[src/rtl/core_bus_arbiter.sv]
`default_nettype none
// ============================================================================
// Module      : core_bus_arbiter
// Description : Merges the core's data-bus master (m0) and instruction-bus
//               master (m1) onto one slave port. Both sides use a split
//               request/response valid-ready handshake. Only one transaction
//               is in flight at a time. m0 has fixed priority; a starvation
//               counter forces an m1 grant after STARVE_LIMIT consecutive m0
//               grants issued while m1 was waiting.
// Revision    : 1.0 - initial release
// ----------------------------------------------------------------------------
// Ports
//   clk, rst_n                 clock, asynchronous active-low reset
//   m0_* (dbus master side)    addr/data/sel/we request fields, req valid/ready,
//                              rsp valid/ready, read data out
//   m1_* (ibus master side)    same set of signals as m0
//   s_*  (slave side)          muxed request fields, req valid/ready,
//                              rsp valid/ready, read data in
// Parameters
//   STARVE_LIMIT  m0 grants tolerated while m1 waits (0 = pure fixed priority)
//   CNT_W         starvation counter width; STARVE_LIMIT must be < 2**CNT_W
// ============================================================================
module core_bus_arbiter #(
    parameter int STARVE_LIMIT = 4,
    parameter int CNT_W        = 3
) (
    input  logic        clk,
    input  logic        rst_n,

    // m0: data bus master
    input  logic [31:0] m0_addr_i,
    input  logic [31:0] m0_data_i,
    output logic [31:0] m0_data_o,
    input  logic [3:0]  m0_sel_i,
    input  logic        m0_we_i,
    input  logic        m0_req_valid_i,
    output logic        m0_req_ready_o,
    output logic        m0_rsp_valid_o,
    input  logic        m0_rsp_ready_i,

    // m1: instruction bus master
    input  logic [31:0] m1_addr_i,
    input  logic [31:0] m1_data_i,
    output logic [31:0] m1_data_o,
    input  logic [3:0]  m1_sel_i,
    input  logic        m1_we_i,
    input  logic        m1_req_valid_i,
    output logic        m1_req_ready_o,
    output logic        m1_rsp_valid_o,
    input  logic        m1_rsp_ready_i,

    // slave port toward memory / interconnect
    output logic [31:0] s_addr_o,
    output logic [31:0] s_data_o,
    input  logic [31:0] s_data_i,
    output logic [3:0]  s_sel_o,
    output logic        s_we_o,
    output logic        s_req_valid_o,
    input  logic        s_req_ready_i,
    input  logic        s_rsp_valid_i,
    output logic        s_rsp_ready_o
);

    // ------------------------------------------------------------------------
    // Constants
    // ------------------------------------------------------------------------
    localparam logic [CNT_W-1:0] c_STARVE_LIMIT = CNT_W'(STARVE_LIMIT);
    localparam logic             c_STARVE_EN    = (STARVE_LIMIT != 0);
    localparam logic             c_GRANT_M0     = 1'b0;
    localparam logic             c_GRANT_M1     = 1'b1;

    typedef enum logic [0:0] {
        IDLE     = 1'b0,   // arbitrating, request path open
        WAIT_RSP = 1'b1    // one request accepted, awaiting the response
    } state_t;

    // ------------------------------------------------------------------------
    // State
    // ------------------------------------------------------------------------
    state_t             r_state;
    state_t             w_state_next;
    logic               r_grant;
    logic               w_grant_next;
    logic [CNT_W-1:0]   r_starve_cnt;
    logic [CNT_W-1:0]   w_starve_cnt_next;

    // ------------------------------------------------------------------------
    // Combinational control
    // ------------------------------------------------------------------------
    logic               w_sel_m1;       // IDLE arbitration result
    logic               w_route_m1;     // which master's request fields reach s_*
    logic               w_req_valid;
    logic               w_req_fire;
    logic               w_m0_req_ready;
    logic               w_m1_req_ready;
    logic               w_rsp_ready;
    logic               w_m0_rsp_valid;
    logic               w_m1_rsp_valid;

    // m1 wins when m0 is idle, or when m0 has been granted STARVE_LIMIT
    // times in a row while m1 was waiting.
    assign w_sel_m1 = m1_req_valid_i &&
                      (!m0_req_valid_i ||
                       (c_STARVE_EN && (r_starve_cnt == c_STARVE_LIMIT)));

    always_comb begin
        w_state_next      = r_state;
        w_grant_next      = r_grant;
        w_starve_cnt_next = r_starve_cnt;
        w_route_m1        = r_grant;
        w_req_valid       = 1'b0;
        w_req_fire        = 1'b0;
        w_m0_req_ready    = 1'b0;
        w_m1_req_ready    = 1'b0;
        w_rsp_ready       = 1'b0;
        w_m0_rsp_valid    = 1'b0;
        w_m1_rsp_valid    = 1'b0;

        case (r_state)
            IDLE: begin
                w_route_m1     = w_sel_m1;
                w_req_valid    = w_sel_m1 ? m1_req_valid_i : m0_req_valid_i;
                w_m0_req_ready = !w_sel_m1 && s_req_ready_i;
                w_m1_req_ready =  w_sel_m1 && s_req_ready_i;
                w_req_fire     = w_req_valid && s_req_ready_i;

                if (w_req_fire) begin
                    w_state_next = WAIT_RSP;
                    w_grant_next = w_sel_m1 ? c_GRANT_M1 : c_GRANT_M0;
                    if (w_sel_m1) begin
                        w_starve_cnt_next = '0;
                    end else if (m1_req_valid_i &&
                                 (r_starve_cnt < c_STARVE_LIMIT)) begin
                        // m1 was passed over; count it, saturating at the limit
                        w_starve_cnt_next = r_starve_cnt + CNT_W'(1);
                    end
                end
            end

            WAIT_RSP: begin
                // Request side is closed: no second transaction may overlap.
                w_route_m1     = r_grant;
                w_rsp_ready    = (r_grant == c_GRANT_M1) ? m1_rsp_ready_i
                                                         : m0_rsp_ready_i;
                w_m0_rsp_valid = (r_grant == c_GRANT_M0) && s_rsp_valid_i;
                w_m1_rsp_valid = (r_grant == c_GRANT_M1) && s_rsp_valid_i;

                // Return to IDLE on response fire; re-arbitration happens in
                // the following cycle, never in the response cycle itself.
                if (s_rsp_valid_i && w_rsp_ready) begin
                    w_state_next = IDLE;
                end
            end

            default: begin
                w_state_next = IDLE;
            end
        endcase
    end

    // ------------------------------------------------------------------------
    // State register
    // ------------------------------------------------------------------------
    always_ff @(posedge clk or negedge rst_n) begin
        if (!rst_n) begin
            r_state      <= IDLE;
            r_grant      <= c_GRANT_M0;
            r_starve_cnt <= '0;
        end else begin
            r_state      <= w_state_next;
            r_grant      <= w_grant_next;
            r_starve_cnt <= w_starve_cnt_next;
        end
    end

    // ------------------------------------------------------------------------
    // Outputs
    // ------------------------------------------------------------------------
    // Handshake outputs are qualified with rst_n so they drop the moment
    // reset asserts; otherwise the IDLE path would pass s_req_ready_i
    // straight through to a master while reset is held.
    assign s_req_valid_o  = rst_n && w_req_valid;
    assign m0_req_ready_o = rst_n && w_m0_req_ready;
    assign m1_req_ready_o = rst_n && w_m1_req_ready;
    assign s_rsp_ready_o  = rst_n && w_rsp_ready;
    assign m0_rsp_valid_o = rst_n && w_m0_rsp_valid;
    assign m1_rsp_valid_o = rst_n && w_m1_rsp_valid;

    // Request fields follow the arbitration result in IDLE and the granted
    // master in WAIT_RSP (where they are don't-care to the slave).
    assign s_addr_o = w_route_m1 ? m1_addr_i : m0_addr_i;
    assign s_data_o = w_route_m1 ? m1_data_i : m0_data_i;
    assign s_sel_o  = w_route_m1 ? m1_sel_i  : m0_sel_i;
    assign s_we_o   = w_route_m1 ? m1_we_i   : m0_we_i;

    // Read data is broadcast; only rsp_valid says whom it belongs to.
    assign m0_data_o = s_data_i;
    assign m1_data_o = s_data_i;

endmodule

`default_nettype wire
[config.mk]
export PLATFORM = sky130hd
export DESIGN_NAME = core_bus_arbiter
export DESIGN_NICKNAME = d
export VERILOG_FILES = /design/src/rtl/core_bus_arbiter.sv
export SDC_FILE = /design/constraint.sdc
export NUM_CORES = 1
export LEC_CHECK = 0
export CORE_AREA = 4 4 121 123
export DETAILED_ROUTE_END_ITERATION = 12
export DIE_AREA = 0 0 125 127
export DONT_BUFFER_PORTS = 1
export GPL_TIMING_DRIVEN = 1
export MAX_ROUTING_LAYER = met4
export PLACE_DENSITY_LB_ADDON = 0.12
export REMOVE_ABC_BUFFERS = 1
export SYNTH_ARGS = -nofsm -noshare
export SYNTH_HDL_FRONTEND = slang
export SYNTH_SLANG_ARGS = --single-unit
[constraint.sdc]
create_clock -name clk -period 4.05 [get_ports clk]
set_input_delay 0.81 -clock clk [delete_from_list [all_inputs] [get_ports clk]]
set_output_delay 0.81 -clock clk [all_outputs]
set_load 0.02 [all_outputs]
==> qor.yml <==
synth-adder-area-share_pct: 1.44
via_per_inst: 3.86
num_antenna_cells: 0
drc: 0
gr-total-overflow: 0
synthSimpleGateAreaFrac_pct: 5.89
maxSlewViolCount: 0
hpwl_um: 6680
tritoncts: "yes"
num-nets-final: 297
dr.pass1.iters: 4
skew_ns: 0.000511
p_clk_share_pct: 13.9
grt_max_degree: 36
synthMuxAreaShare_pct: 48.0
synthTopCellsByArea: "mux2_2 39%, buf_4 30%, mux2_4 8.6%"
pwr-share-comb_pct: 77.3
synthXorXnorAreaFrac_pct: 0
synth_cell_types: 26
power_mw: 1.18
cts_root_buf: "clkbuf_16"
place_congestion: 0.626
synth_common_cells: "69 x buf_4, 60 x mux2_2, 10 x mux2_4"
dieWidth_um: 125
setup_viol: 0
r2r_setup_slack_ns: 2.65
pin_count: 317
cts-hold-fix-buffers: 0
antenna_found_initial: 0
grtUsageTotal_pct: 8.11
post-synth-top-area-cell: "mux2_2"
ys_ff_latch: 5
post_cts_buffers: 0
clockBufferDepth: 2
core_area_mm2: 0.0137
layout.cells.non_filler: 296
worstPathRequired_ns: 3.24
wl_per_cell_um: 25.5
rsz0062_at_grt: "false"
grt_pass1_vias: 1151
synth_compound_area_share_pct: 5.10
drt_iter0_drc: 30
synthCells: 182
hold_path.class: "in -> async"
tightest_slew_ns: 0.675
cp.arrival_ns: 2.07
die_h_um: 127
synthesis.area_mm2: 0.00174
area_delta_synth_final_pct: -13.2
critPathLaunchType: "flip-flop"
path_clk_slew_ns: 0.03
max_cap_violations: 0
h-tree-depth: 1
cts_sinks: 5
slew_headroom_pct: 54.9
finalSetupTns_ns: 0
ant_nets: 0
end_kind: "output port"
hold_viol_final: 0
synth_area_per_cell_um2: 9.57
fin_crit_sh_pct: 71.1
met2_usage_pct: 9.62
status: "complete, no violations"
startpoint: "r_starve_cnt[0]"
ys_seq_area_share_pct: 7.18
power.internal_mw: 0.558
yosysMostFrequentCell: "buf_4"
io_buffers: 0
cp_max_fo: 35
cts_buffers: 3
gr-usage-met1_pct: 9.01
seqPwrFrac_pct: 8.8
max_freq_ghz: 0.347
die_area_mm2: 0.0159
drive_above_1_share_pct: 68.1
synth_ff_type: "dfrtp_1"
synth_top_family_by_area: "multiplexers"
ctsResizeCount: 0
async_flop_share_pct: 100
vias: 1144
num_rows: 43
powerDensity_mw_per_mm2: 778
rr_startpoint: "r_state"
grt_pass1_wl_um: 8980
irDropWorstVdd_mv: 0.147
critPathKind: "reg -> out"
start_util_pct: 12.7
period_needed_ns: 2.88
swShare_pct: 52.5
synth_edf_count: 0
drt_wl_total_um: 7540
p_switching_mw: 0.618
ys_warn_count: 0
yosysTopAreaCellShare_pct: 38.8
utilization_pct: 11.1
leakagePower_nw: 0.533
dpl.cell_count: 292
grt.busiest_layer: "met2"
clock_latency_ns: 0.23
grt_util_met3_pct: 9.20
-- logic make-up after synthesis --
kind of cell             Yosys count
AO/OA/AOI/OAI                     10
flip-flops                         5
multiplexers                      71
buffers and inverters             76
adder cells (fa/ha/maj)            2
AND/OR/NAND/NOR                   18
-- layer usage --
layer  up-vias  share of wire [%]
met5         -                  0
met3         3                 24
met2       202                 40
met1       511                 36
li1        428                  -
met4         0               0.50
-- metrics by stage --
step / instance area (um2) / setup WS [ns] / hold slack, ns
2_1_floorplan: 1190 / 0.545 / 0.492
3_3_place_gp: 1430 / 1.19 / 0.515
3_5_place_dp: 1430 / 1.18 / 0.515
4_1_cts: 1510 / 1.12 / 0.274
5_1_grt: 1510 / 1.04 / 0.270
6_report: 1510 / 1.17 / 0.277
-- layout make-up --
| class | instances | area (um2) |
|---|---|---|
| timing repair buffer | 2 | 15.0 |
| sequential | 5 | 125 |
| fill | 1556 | 12200 |
| clock buffer | 4 | 78.8 |
| multi-input combinational | 101 | 1050 |
| tap | 180 | 225 |
| inverter | 4 | 15.0 |
-- cells in the final DEF (no fill, tap or decap), drive strengths merged, types with 3 or more instances in the layout --
master / netlist / final
mux2: 70 / 70
nor2: 5 / 5
dfrtp: 5 / 5
o21ai: 5 / 5
inv: 4 / 4
clkbuf: 1 / 4
nand2: 3 / 3
-- worst max-delay path, cell delays in order, from the launching register on --
cell	delay, ns
dfrtp_1	0.39
inv_1	0.07
ha_1	0.22
a21boi_4	0.09
o21ai_4	0.15
buf_4	0.42
mux2_2	0.48
-- flip-flops by register name, indices dropped and copies added (netlist names) --
| register | count |
|---|---|
| r_starve_cnt | 3 |
| r_grant | 1 |
| r_state | 1 |
-- final timing paths --
| path | end | cells after the start |
|---|---|---|
| worst max-delay path | s_data_o[7] | 6 |
| worst min-delay path | r_starve_cnt[2] | 0 |
| worst max register to register | r_starve_cnt[0] | 3 |
| worst min register to register | r_starve_cnt[1] | 1 |
| max in group asynchronous | r_state | 0 |
| min in group clk | r_starve_cnt[1] | 1 |
-- power by group through the flow --
stage	sequential [mW]	combinational (mW)	clock, mW
after global placement	0.108	0.936	0
after global routing	0.109	0.956	0.171
after detailed placement	0.107	0.924	0
after CTS	0.106	0.929	0.166
after floorplan	0.0943	0.826	0
final	0.103	0.910	0.164
Power figures use the tool's default switching activity.
